==> src/rtl/sisc_pkg.sv <==
// Opcodes, FSM state codes and alu_op codes shared by the SISC control sequencer.
package sisc_pkg;

  typedef enum logic [3:0] {
    OP_NOOP = 4'd0,
    OP_LOD  = 4'd1,
    OP_STR  = 4'd2,
    OP_SWP  = 4'd3,
    OP_BRA  = 4'd4,
    OP_BRR  = 4'd5,
    OP_BNE  = 4'd6,
    OP_BNR  = 4'd7,
    OP_ALU  = 4'd8,
    OP_HLT  = 4'd15
  } opcode_e;

  localparam int unsigned AM_IMM = 8;

  typedef enum logic [3:0] {
    S_START0  = 4'd0,
    S_START1  = 4'd1,
    S_FETCH   = 4'd2,
    S_DECODE  = 4'd3,
    S_EXECUTE = 4'd4,
    S_MEM     = 4'd5,
    S_WB      = 4'd6,
    S_WB2     = 4'd7,
    S_HALT    = 4'd8
  } state_e;

  typedef enum logic [1:0] {
    ALU_RR   = 2'b00,
    ALU_IMM  = 2'b01,
    ALU_PASS = 2'b10
  } aluop_e;

  function automatic logic is_mem_op(opcode_e op);
    return (op == OP_LOD) || (op == OP_STR);
  endfunction

endpackage

==> src/rtl/sisc_ctrl_seq_if.sv <==
// IR/status inputs and datapath strobes of the sequencer; master = sequencer side.
// Perf counter signals exist only when SISC_CTRL_PERF_EN is defined.
interface sisc_ctrl_seq_if #(
  parameter int OP_W    = 4,
  parameter int MM_W    = 4,
  parameter int STAT_W  = 4,
  parameter int ALUOP_W = 2
);
  logic [OP_W-1:0]    opcode;
  logic [MM_W-1:0]    mm;
  logic [STAT_W-1:0]  stat;
  logic               mem_ready;
  logic               ir_load;
  logic               pc_write;
  logic               pc_sel;
  logic               br_sel;
  logic               pc_rst;
  logic               rf_we;
  logic               wb_sel;
  logic               rb_sel;
  logic [ALUOP_W-1:0] alu_op;
  logic               dm_re;
  logic               dm_we;
  logic               halted;
  logic [3:0]         state_dbg;
`ifdef SISC_CTRL_PERF_EN
  logic [31:0]        cyc_cnt;
  logic [31:0]        instr_cnt;
`endif

  modport master (
    input  opcode, mm, stat, mem_ready,
    output ir_load, pc_write, pc_sel, br_sel, pc_rst, rf_we, wb_sel, rb_sel,
    output alu_op, dm_re, dm_we, halted, state_dbg
`ifdef SISC_CTRL_PERF_EN
    , output cyc_cnt, instr_cnt
`endif
  );

  modport slave (
    output opcode, mm, stat, mem_ready,
    input  ir_load, pc_write, pc_sel, br_sel, pc_rst, rf_we, wb_sel, rb_sel,
    input  alu_op, dm_re, dm_we, halted, state_dbg
`ifdef SISC_CTRL_PERF_EN
    , input cyc_cnt, instr_cnt
`endif
  );

endinterface

==> src/rtl/sisc_br_eval.sv <==
// Combinational branch evaluator: classifies the opcode and resolves taken/absolute.
module sisc_br_eval
  import sisc_pkg::*;
#(
  parameter int OP_W   = 4,
  parameter int MM_W   = 4,
  parameter int STAT_W = 4
) (
  input  logic [OP_W-1:0]   i_opcode,
  input  logic [MM_W-1:0]   i_mm,
  input  logic [STAT_W-1:0] i_stat,
  output logic              o_is_branch,
  output logic              o_taken,
  output logic              o_absolute
);

  opcode_e w_op;
  logic    w_hit;

  assign w_op  = opcode_e'(i_opcode);
  // mm acts as a mask over the flags; mm=0 can never hit
  assign w_hit = |(i_stat & i_mm);

  always_comb begin
    o_is_branch = 1'b0;
    o_taken     = 1'b0;
    o_absolute  = 1'b0;
    case (w_op)
      OP_BRA: begin o_is_branch = 1'b1; o_taken = w_hit;  o_absolute = 1'b1; end
      OP_BRR: begin o_is_branch = 1'b1; o_taken = w_hit;  o_absolute = 1'b0; end
      OP_BNE: begin o_is_branch = 1'b1; o_taken = !w_hit; o_absolute = 1'b1; end
      OP_BNR: begin o_is_branch = 1'b1; o_taken = !w_hit; o_absolute = 1'b0; end
      default: ;
    endcase
  end

endmodule

==> src/rtl/sisc_ctrl_seq.sv <==
// SISC multi-cycle control sequencer: Moore-plus-opcode FSM driving datapath strobes.
// Optional perf counters (cyc_cnt/instr_cnt) enabled by defining SISC_CTRL_PERF_EN.
module sisc_ctrl_seq
  import sisc_pkg::*;
#(
  parameter int OP_W    = 4,
  parameter int MM_W    = 4,
  parameter int STAT_W  = 4,
  parameter int ALUOP_W = 2
) (
  input  logic             clk,
  input  logic             rst_f,
  sisc_ctrl_seq_if.master  bus
);

  state_e  r_state;
  state_e  w_state_next;
  opcode_e w_op;
  logic    w_is_branch;
  logic    w_taken;
  logic    w_absolute;
  aluop_e  w_alu_ex;

  assign w_op = opcode_e'(bus.opcode);

  sisc_br_eval #(
    .OP_W   (OP_W),
    .MM_W   (MM_W),
    .STAT_W (STAT_W)
  ) u_br_eval (
    .i_opcode    (bus.opcode),
    .i_mm        (bus.mm),
    .i_stat      (bus.stat),
    .o_is_branch (w_is_branch),
    .o_taken     (w_taken),
    .o_absolute  (w_absolute)
  );

  // alu_op seen from EXECUTE through WB2; non-ALU opcodes keep the ALU idle
  always_comb begin
    w_alu_ex = ALU_PASS;
    if (w_op == OP_ALU)
      w_alu_ex = (bus.mm == MM_W'(AM_IMM)) ? ALU_IMM : ALU_RR;
  end

  always_ff @(posedge clk or negedge rst_f) begin
    if (!rst_f) r_state <= S_START1;
    else        r_state <= w_state_next;
  end

  always_comb begin
    w_state_next = r_state;
    case (r_state)
      S_START0:  w_state_next = S_START1;
      S_START1:  w_state_next = S_FETCH;
      S_FETCH:   w_state_next = S_DECODE;
      S_DECODE:  w_state_next = (w_op == OP_HLT) ? S_HALT : S_EXECUTE;
      S_EXECUTE: w_state_next = S_MEM;
      S_MEM:     if (!is_mem_op(w_op) || bus.mem_ready) w_state_next = S_WB;
      S_WB:      w_state_next = (w_op == OP_SWP) ? S_WB2 : S_FETCH;
      S_WB2:     w_state_next = S_FETCH;
      S_HALT:    w_state_next = S_HALT;
      default:   w_state_next = S_START0;
    endcase
  end

  always_comb begin
    bus.ir_load   = 1'b0;
    bus.pc_write  = 1'b0;
    bus.pc_sel    = 1'b0;
    bus.br_sel    = 1'b0;
    bus.pc_rst    = 1'b0;
    bus.rf_we     = 1'b0;
    bus.wb_sel    = 1'b0;
    bus.rb_sel    = 1'b0;
    bus.alu_op    = ALUOP_W'(ALU_PASS);
    bus.dm_re     = 1'b0;
    bus.dm_we     = 1'b0;
    bus.halted    = 1'b0;
    bus.state_dbg = r_state;
    case (r_state)
      S_START0, S_START1: bus.pc_rst = 1'b1;
      S_FETCH: begin
        bus.ir_load  = 1'b1;
        bus.pc_write = 1'b1;
      end
      S_DECODE: begin
        if (w_is_branch && w_taken) begin
          bus.pc_write = 1'b1;
          bus.pc_sel   = 1'b1;
          bus.br_sel   = w_absolute;
        end
      end
      S_EXECUTE: bus.alu_op = ALUOP_W'(w_alu_ex);
      S_MEM: begin
        // strobes stay asserted for the whole stall
        bus.alu_op = ALUOP_W'(w_alu_ex);
        bus.dm_re  = (w_op == OP_LOD);
        bus.dm_we  = (w_op == OP_STR);
      end
      S_WB: begin
        bus.alu_op = ALUOP_W'(w_alu_ex);
        bus.rf_we  = (w_op == OP_ALU) || (w_op == OP_LOD) || (w_op == OP_SWP);
        bus.wb_sel = (w_op == OP_LOD);
      end
      S_WB2: begin
        bus.alu_op = ALUOP_W'(w_alu_ex);
        bus.rf_we  = 1'b1;
        bus.rb_sel = 1'b1;
      end
      S_HALT:  bus.halted = 1'b1;
      default: ;
    endcase
  end

`ifdef SISC_CTRL_PERF_EN
  logic [31:0] r_cyc_cnt;
  logic [31:0] r_instr_cnt;

  always_ff @(posedge clk or negedge rst_f) begin
    if (!rst_f) begin
      r_cyc_cnt   <= 32'd0;
      r_instr_cnt <= 32'd0;
    end else begin
      if (r_state != S_START0 && r_state != S_START1 && r_state != S_HALT)
        r_cyc_cnt <= r_cyc_cnt + 32'd1;
      if ((r_state == S_WB || r_state == S_WB2) && w_state_next == S_FETCH)
        r_instr_cnt <= r_instr_cnt + 32'd1;
    end
  end

  assign bus.cyc_cnt   = r_cyc_cnt;
  assign bus.instr_cnt = r_instr_cnt;
`endif

endmodule

==> src/flat_wrapper.sv <==
// flat-port wrapper written by rule: the top's interface ports become plain ports
module sisc_ctrl_seq_flat import sisc_pkg::*;
#(
  parameter int OP_W    = 4,
  parameter int MM_W    = 4,
  parameter int STAT_W  = 4,
  parameter int ALUOP_W = 2
)
  (clk, rst_f, bus_opcode, bus_mm, bus_stat, bus_mem_ready, bus_ir_load, bus_pc_write, bus_pc_sel, bus_br_sel, bus_pc_rst, bus_rf_we, bus_wb_sel, bus_rb_sel, bus_alu_op, bus_dm_re, bus_dm_we, bus_halted, bus_state_dbg);
  sisc_ctrl_seq_if #(.OP_W(OP_W), .MM_W(MM_W), .STAT_W(STAT_W), .ALUOP_W(ALUOP_W)) bus_i ();
  input  logic clk;
  input  logic rst_f;
  input wire logic [$bits(bus_i.opcode)-1:0] bus_opcode;
  input wire logic [$bits(bus_i.mm)-1:0] bus_mm;
  input wire logic [$bits(bus_i.stat)-1:0] bus_stat;
  input wire logic [$bits(bus_i.mem_ready)-1:0] bus_mem_ready;
  output wire logic [$bits(bus_i.ir_load)-1:0] bus_ir_load;
  output wire logic [$bits(bus_i.pc_write)-1:0] bus_pc_write;
  output wire logic [$bits(bus_i.pc_sel)-1:0] bus_pc_sel;
  output wire logic [$bits(bus_i.br_sel)-1:0] bus_br_sel;
  output wire logic [$bits(bus_i.pc_rst)-1:0] bus_pc_rst;
  output wire logic [$bits(bus_i.rf_we)-1:0] bus_rf_we;
  output wire logic [$bits(bus_i.wb_sel)-1:0] bus_wb_sel;
  output wire logic [$bits(bus_i.rb_sel)-1:0] bus_rb_sel;
  output wire logic [$bits(bus_i.alu_op)-1:0] bus_alu_op;
  output wire logic [$bits(bus_i.dm_re)-1:0] bus_dm_re;
  output wire logic [$bits(bus_i.dm_we)-1:0] bus_dm_we;
  output wire logic [$bits(bus_i.halted)-1:0] bus_halted;
  output wire logic [$bits(bus_i.state_dbg)-1:0] bus_state_dbg;
  assign bus_i.opcode = bus_opcode;
  assign bus_i.mm = bus_mm;
  assign bus_i.stat = bus_stat;
  assign bus_i.mem_ready = bus_mem_ready;
  assign bus_ir_load = bus_i.ir_load;
  assign bus_pc_write = bus_i.pc_write;
  assign bus_pc_sel = bus_i.pc_sel;
  assign bus_br_sel = bus_i.br_sel;
  assign bus_pc_rst = bus_i.pc_rst;
  assign bus_rf_we = bus_i.rf_we;
  assign bus_wb_sel = bus_i.wb_sel;
  assign bus_rb_sel = bus_i.rb_sel;
  assign bus_alu_op = bus_i.alu_op;
  assign bus_dm_re = bus_i.dm_re;
  assign bus_dm_we = bus_i.dm_we;
  assign bus_halted = bus_i.halted;
  assign bus_state_dbg = bus_i.state_dbg;
  sisc_ctrl_seq #(.OP_W(OP_W), .MM_W(MM_W), .STAT_W(STAT_W), .ALUOP_W(ALUOP_W)) u_core (.clk(clk), .rst_f(rst_f), .bus(bus_i));
endmodule
==> config.mk <==
export PLATFORM = sky130hd
export DESIGN_NAME = sisc_ctrl_seq_flat
export DESIGN_NICKNAME = d
export VERILOG_FILES = /design/src/rtl/sisc_pkg.sv /design/src/rtl/sisc_ctrl_seq_if.sv /design/src/rtl/sisc_br_eval.sv /design/src/rtl/sisc_ctrl_seq.sv /design/src/flat_wrapper.sv
export SDC_FILE = /design/constraint.sdc
export NUM_CORES = 1
export LEC_CHECK = 0
export CAP_MARGIN = 10
export CORE_MARGIN = 2
export CORE_UTILIZATION = 32
export CTS_CLUSTER_SIZE = 10
export DETAILED_ROUTE_END_ITERATION = 7
export PLACE_DENSITY_LB_ADDON = 0.1
export SLEW_MARGIN = 0
export SYNTH_ARGS = -nofsm -noshare
export SYNTH_HDL_FRONTEND = slang
export SYNTH_SLANG_ARGS = --single-unit
==> constraint.sdc <==
create_clock -name clk -period 1.26 [get_ports clk]
set_input_delay 0.189 -clock clk [delete_from_list [all_inputs] [get_ports clk]]
set_output_delay 0.189 -clock clk [all_outputs]
set_load 0.05 [all_outputs]
==> flow_summary.ini, run 1 <==
[outcome]
status = aborted with a tool error
stop_stage = clock tree synthesis (4_1_cts)
firstError = [ERROR DPL-0038] Utilization greater than 100%, impossible to legalize

[synth]
syn_avg_cell_area_sq_um = 8.86
netlist.area_leader.share_pct = 14.4
ys_seq_area_share_pct = 19.4
ys_types = 35
syn_inst = 59
yosysMostFrequentCell = nor2_1
syn_area_sq_um = 523
synthFlopType = dfrtp_1
synth_common_cells = nor2_1, nand2b_1
syn_nets = 74
synth-async-reset-ratio_pct = 100
yosys.area.top_type = dfrtp_1
synth-edff-count = 0
ys_warn_count = 0
synth-seq-cells = 4
synth_area_leaders = dfrtp_1, nor2_1, a2111oi_4, nand4bb_4, dfstp_2

[floorplanning]
top_level_ports = 32
die_w_um = 44.4
start_util_pct = 34.3
die_h_um = 44.4
fp-row-count = 14

[clocking]
hold_buffers = 0
cts.repair.resized = 36
cts.sinks = 4
post_cts_buffers = 15
htree_levels = 1
cts_root_buffer = clkbuf_4
cts_buffers = 3
clockBufferDepth = 2

[placed_design]
dp_cells = 127
dp_worst_setup_slack_ns = -0.639
place_congestion = 0.823
hpwl_um = 1480
io_buffers = 31
## metrics by stage
step	area (sq um)	setup TNS, ns
after detailed placement	1250	-5.82
after floorplan	631	-7.50
after global placement	1250	-5.34
## logic make-up after synthesis
logic type / synth area share [%]
xor+xnor: 1.67
simple gates: 49.0
flops: 19.4
buf+inv: 8.37
mux: 2.15
compound gates: 19.4
==> run 2: changes to the inputs <==
--- a/config.mk
+++ b/config.mk
@@ -6,11 +6,10 @@
 export NUM_CORES = 1
 export LEC_CHECK = 0
 export CAP_MARGIN = 10
-export CORE_MARGIN = 2
-export CORE_UTILIZATION = 32
-export CTS_CLUSTER_SIZE = 10
+export CORE_AREA = 2 2 63 65
 export DETAILED_ROUTE_END_ITERATION = 7
-export PLACE_DENSITY_LB_ADDON = 0.1
+export DIE_AREA = 0 0 65 67
+export PLACE_DENSITY_LB_ADDON = 0.15
 export SLEW_MARGIN = 0
 export SYNTH_ARGS = -nofsm -noshare
 export SYNTH_HDL_FRONTEND = slang
==> constraint.sdc (replaced) <==
create_clock -name clk -period 1.6 [get_ports clk]
set_input_delay 0.24 -clock clk [delete_from_list [all_inputs] [get_ports clk]]
set_output_delay 0.24 -clock clk [all_outputs]
set_load 0.05 [all_outputs]
==> run 2 against run 1 <==
The flow now finishes, with violations (negative setup slack). Synthesized area is the same. Synthesized cell count is the same.
==> flow_summary.ini, run 2 <==
[worst_setup_path]
cp_top_family = simple AND/OR/NAND/NOR gates
cp.arrival_ns = 1.59
cp_max_fo = 4
rrSetupSlack_ns = 0.10
end_kind = output port
worst_ep_required_time_ns = 1.36
critPathLaunchType = register
slowest_delay_ns = 0.58
cp_common_cell = nor2_4
r2r-end = u_core.bus.state_dbg[0]$_DFFE_PN1P_
slowest_stage = dfstp_2
cp_num_buf_inv = 1
worst-setup-path-type = register to output port
path_cells = and4bb_2 > and4_4 > nor2_4 > nor2_4 > buf_12
rr_worst_depth = 6
r2r_start = u_core.bus.state_dbg[0]$_DFFE_PN1P_

[floorplanning]
core-area_sq_um = 3610
fp-row-count = 22
start_util_pct = 14.5
top_level_ports = 32
die_area_sq_um = 4360
die_w_um = 65
die_h_um = 67

[placed_design]
io_buffers = 31
dp_worst_setup_slack_ns = -0.376
place_congestion = 0.717
hpwl_um = 1600
dpl-instance-area_sq_um = 1330

[flow_run]
cap_viol_max_count = 0

[synth]
synth-async-reset-ratio_pct = 100
syn_inst = 59
ys_seq_area_share_pct = 19.4
synth_common_cells = nor2_1, nand2b_1
ys_warn_count = 0
yosysMostFrequentCell = nor2_1
synth-edff-count = 0
synth-seq-cells = 4
synth_area_leaders = dfrtp_1, nor2_1, a2111oi_4, nand4bb_4, dfstp_2
syn_avg_cell_area_sq_um = 8.86
yosys.area.top_type = dfrtp_1
ys_types = 35
netlist.area_leader.share_pct = 14.4
synthFlopType = dfrtp_1
syn_area_sq_um = 523
syn_nets = 74

[finish]
fin_area_sq_um = 1560
layout_commonest_cell = buf_4
largest_reg_flops = 4
antennaDiodeCount = 0
area_delta_synth_final_pct = 198
drive_gt1_share_pct = 72.4
final_net_count = 143
final_cell_mix = buf_4, buf_12, buf_6

[timing]
worst_slack_ns = -0.231
hold_viol = 0
fmax_mhz = 546
finalCritPeriodShare_pct = 114
worst_slew_margin_rel_pct = 78.7
fin_skew_ns = 0.00400
rsz0062_at_grt = yes
whs_ns = 0.220
finalSetupViolCount = 11
tightest_slew_ns = 0.319
drv_slew = 0
min_period_ns = 1.83

[outcome]
status = finished with violations
violations = negative setup slack

[global_route]
gr-total-overflow = 0
antenna_found_initial = 0
grt_pass1_vias = 687
grt_max_degree = 9
grt_usage_pct = 8.90
grt_pass1_wl_um = 3020

[min_path]
hp-class = input port to async pin

[pwr]
total_power_mw = 2.31
p_sw_uw = 991
netSwitchingFraction_pct = 42.9
p_seq_share_pct = 9.2
clkPwrFrac_pct = 9.6
power_frac_comb_pct = 81.1
power_density_nw_per_um2 = 1480
leakage_nw = 0.617
power.internal_mw = 1.32
irDropWorstVdd_mv = 0.415

[clocking]
cts.sinks = 4
hold_buffers = 0
cts_root_buffer = clkbuf_8
clockBufferDepth = 2
clk_pin_slew_ns = 0.03
cts_tree = yes
cts_buffers = 3
htree_levels = 1
clock_latency_ns = 0.22

[routing]
wl_per_cell_um = 11.2
drtIter0Drc = 7
drtAntennaViolNets = 0
drcViolationCount = 0
vias = 698
first_pass_iters = 4
vias_per_cell = 3.99
wirelength_um = 1970
run 2: cell counts after synthesis:
Identical to the previous run, type by type.
run 2: cell type report:
type | instances | area (sq um)
fillers | 361 | 2050
multi-input cells | 48 | 554
inverters | 3 | 15.0
repair buffers | 68 | 778
well taps | 48 | 60.1
clock buffers | 4 | 45.0
flip-flops and latches | 4 | 108
run 2: cells by family after synthesis:
logic type      synth area share [%]
buf+inv                         8.37
simple gates                    49.0
xor+xnor                        1.67
compound gates                  19.4
flops                           19.4
mux                             2.15
run 2: per-stage QoR:
| stage | setup TNS [ns] | utilization, % | instances |
|---|---|---|---|
| final | -1.68 | 43.3 | 175 |
| after global placement | -2.50 | 37.0 | 165 |
| after global routing | -2.36 | 43.3 | 175 |
| after detailed placement | -2.61 | 37.0 | 165 |
| after CTS | -1.87 | 41.3 | 172 |
| after floorplan | -3.04 | - | 59 |
run 2: per-layer routing:
layer,GRT usage [%],routed length [um]
met2,16.0,1130
met5,0,0
met3,0.507,36
met1,10.9,797
met4,3.99,0
run 2: timing repair:
item	in CTS	in global routing
setup endpoints to repair	13	12
pin swaps	9	8
buffers inserted	3	4
gates resized for setup	27	11
run 2: worst max path at each step:
stage | startpoint | to | slack [ns] | cells past startpoint
2_1_floorplan | u_core.bus.state_dbg[1]$_DFFE_PN0P_ | bus_pc_write | -0.42 | 4
3_3_place_gp | bus_opcode[3] | bus_pc_sel | -0.35 | 6
3_5_place_dp | bus_mm[2] | bus_pc_sel | -0.38 | 6
4_1_cts | u_core.bus.state_dbg[0]$_DFFE_PN1P_ | bus_br_sel | -0.24 | 5
5_1_grt | u_core.bus.state_dbg[2]$_DFFE_PN0P_ | bus_dm_re | -0.30 | 6
6_report | u_core.bus.state_dbg[0]$_DFFE_PN1P_ | bus_br_sel | -0.23 | 5
run 2: power groups by stage:
stage                     logic [mW]  clock network [mW]  registers [mW]
final                           1.87               0.222           0.213
after floorplan                0.686                   0           0.364
after global placement          1.57                   0           0.208
after CTS                       1.74               0.228           0.213
after global routing            1.97               0.236           0.222
after detailed placement        1.57                   0           0.209
Note: power is estimated with default switching activity, not from simulation.
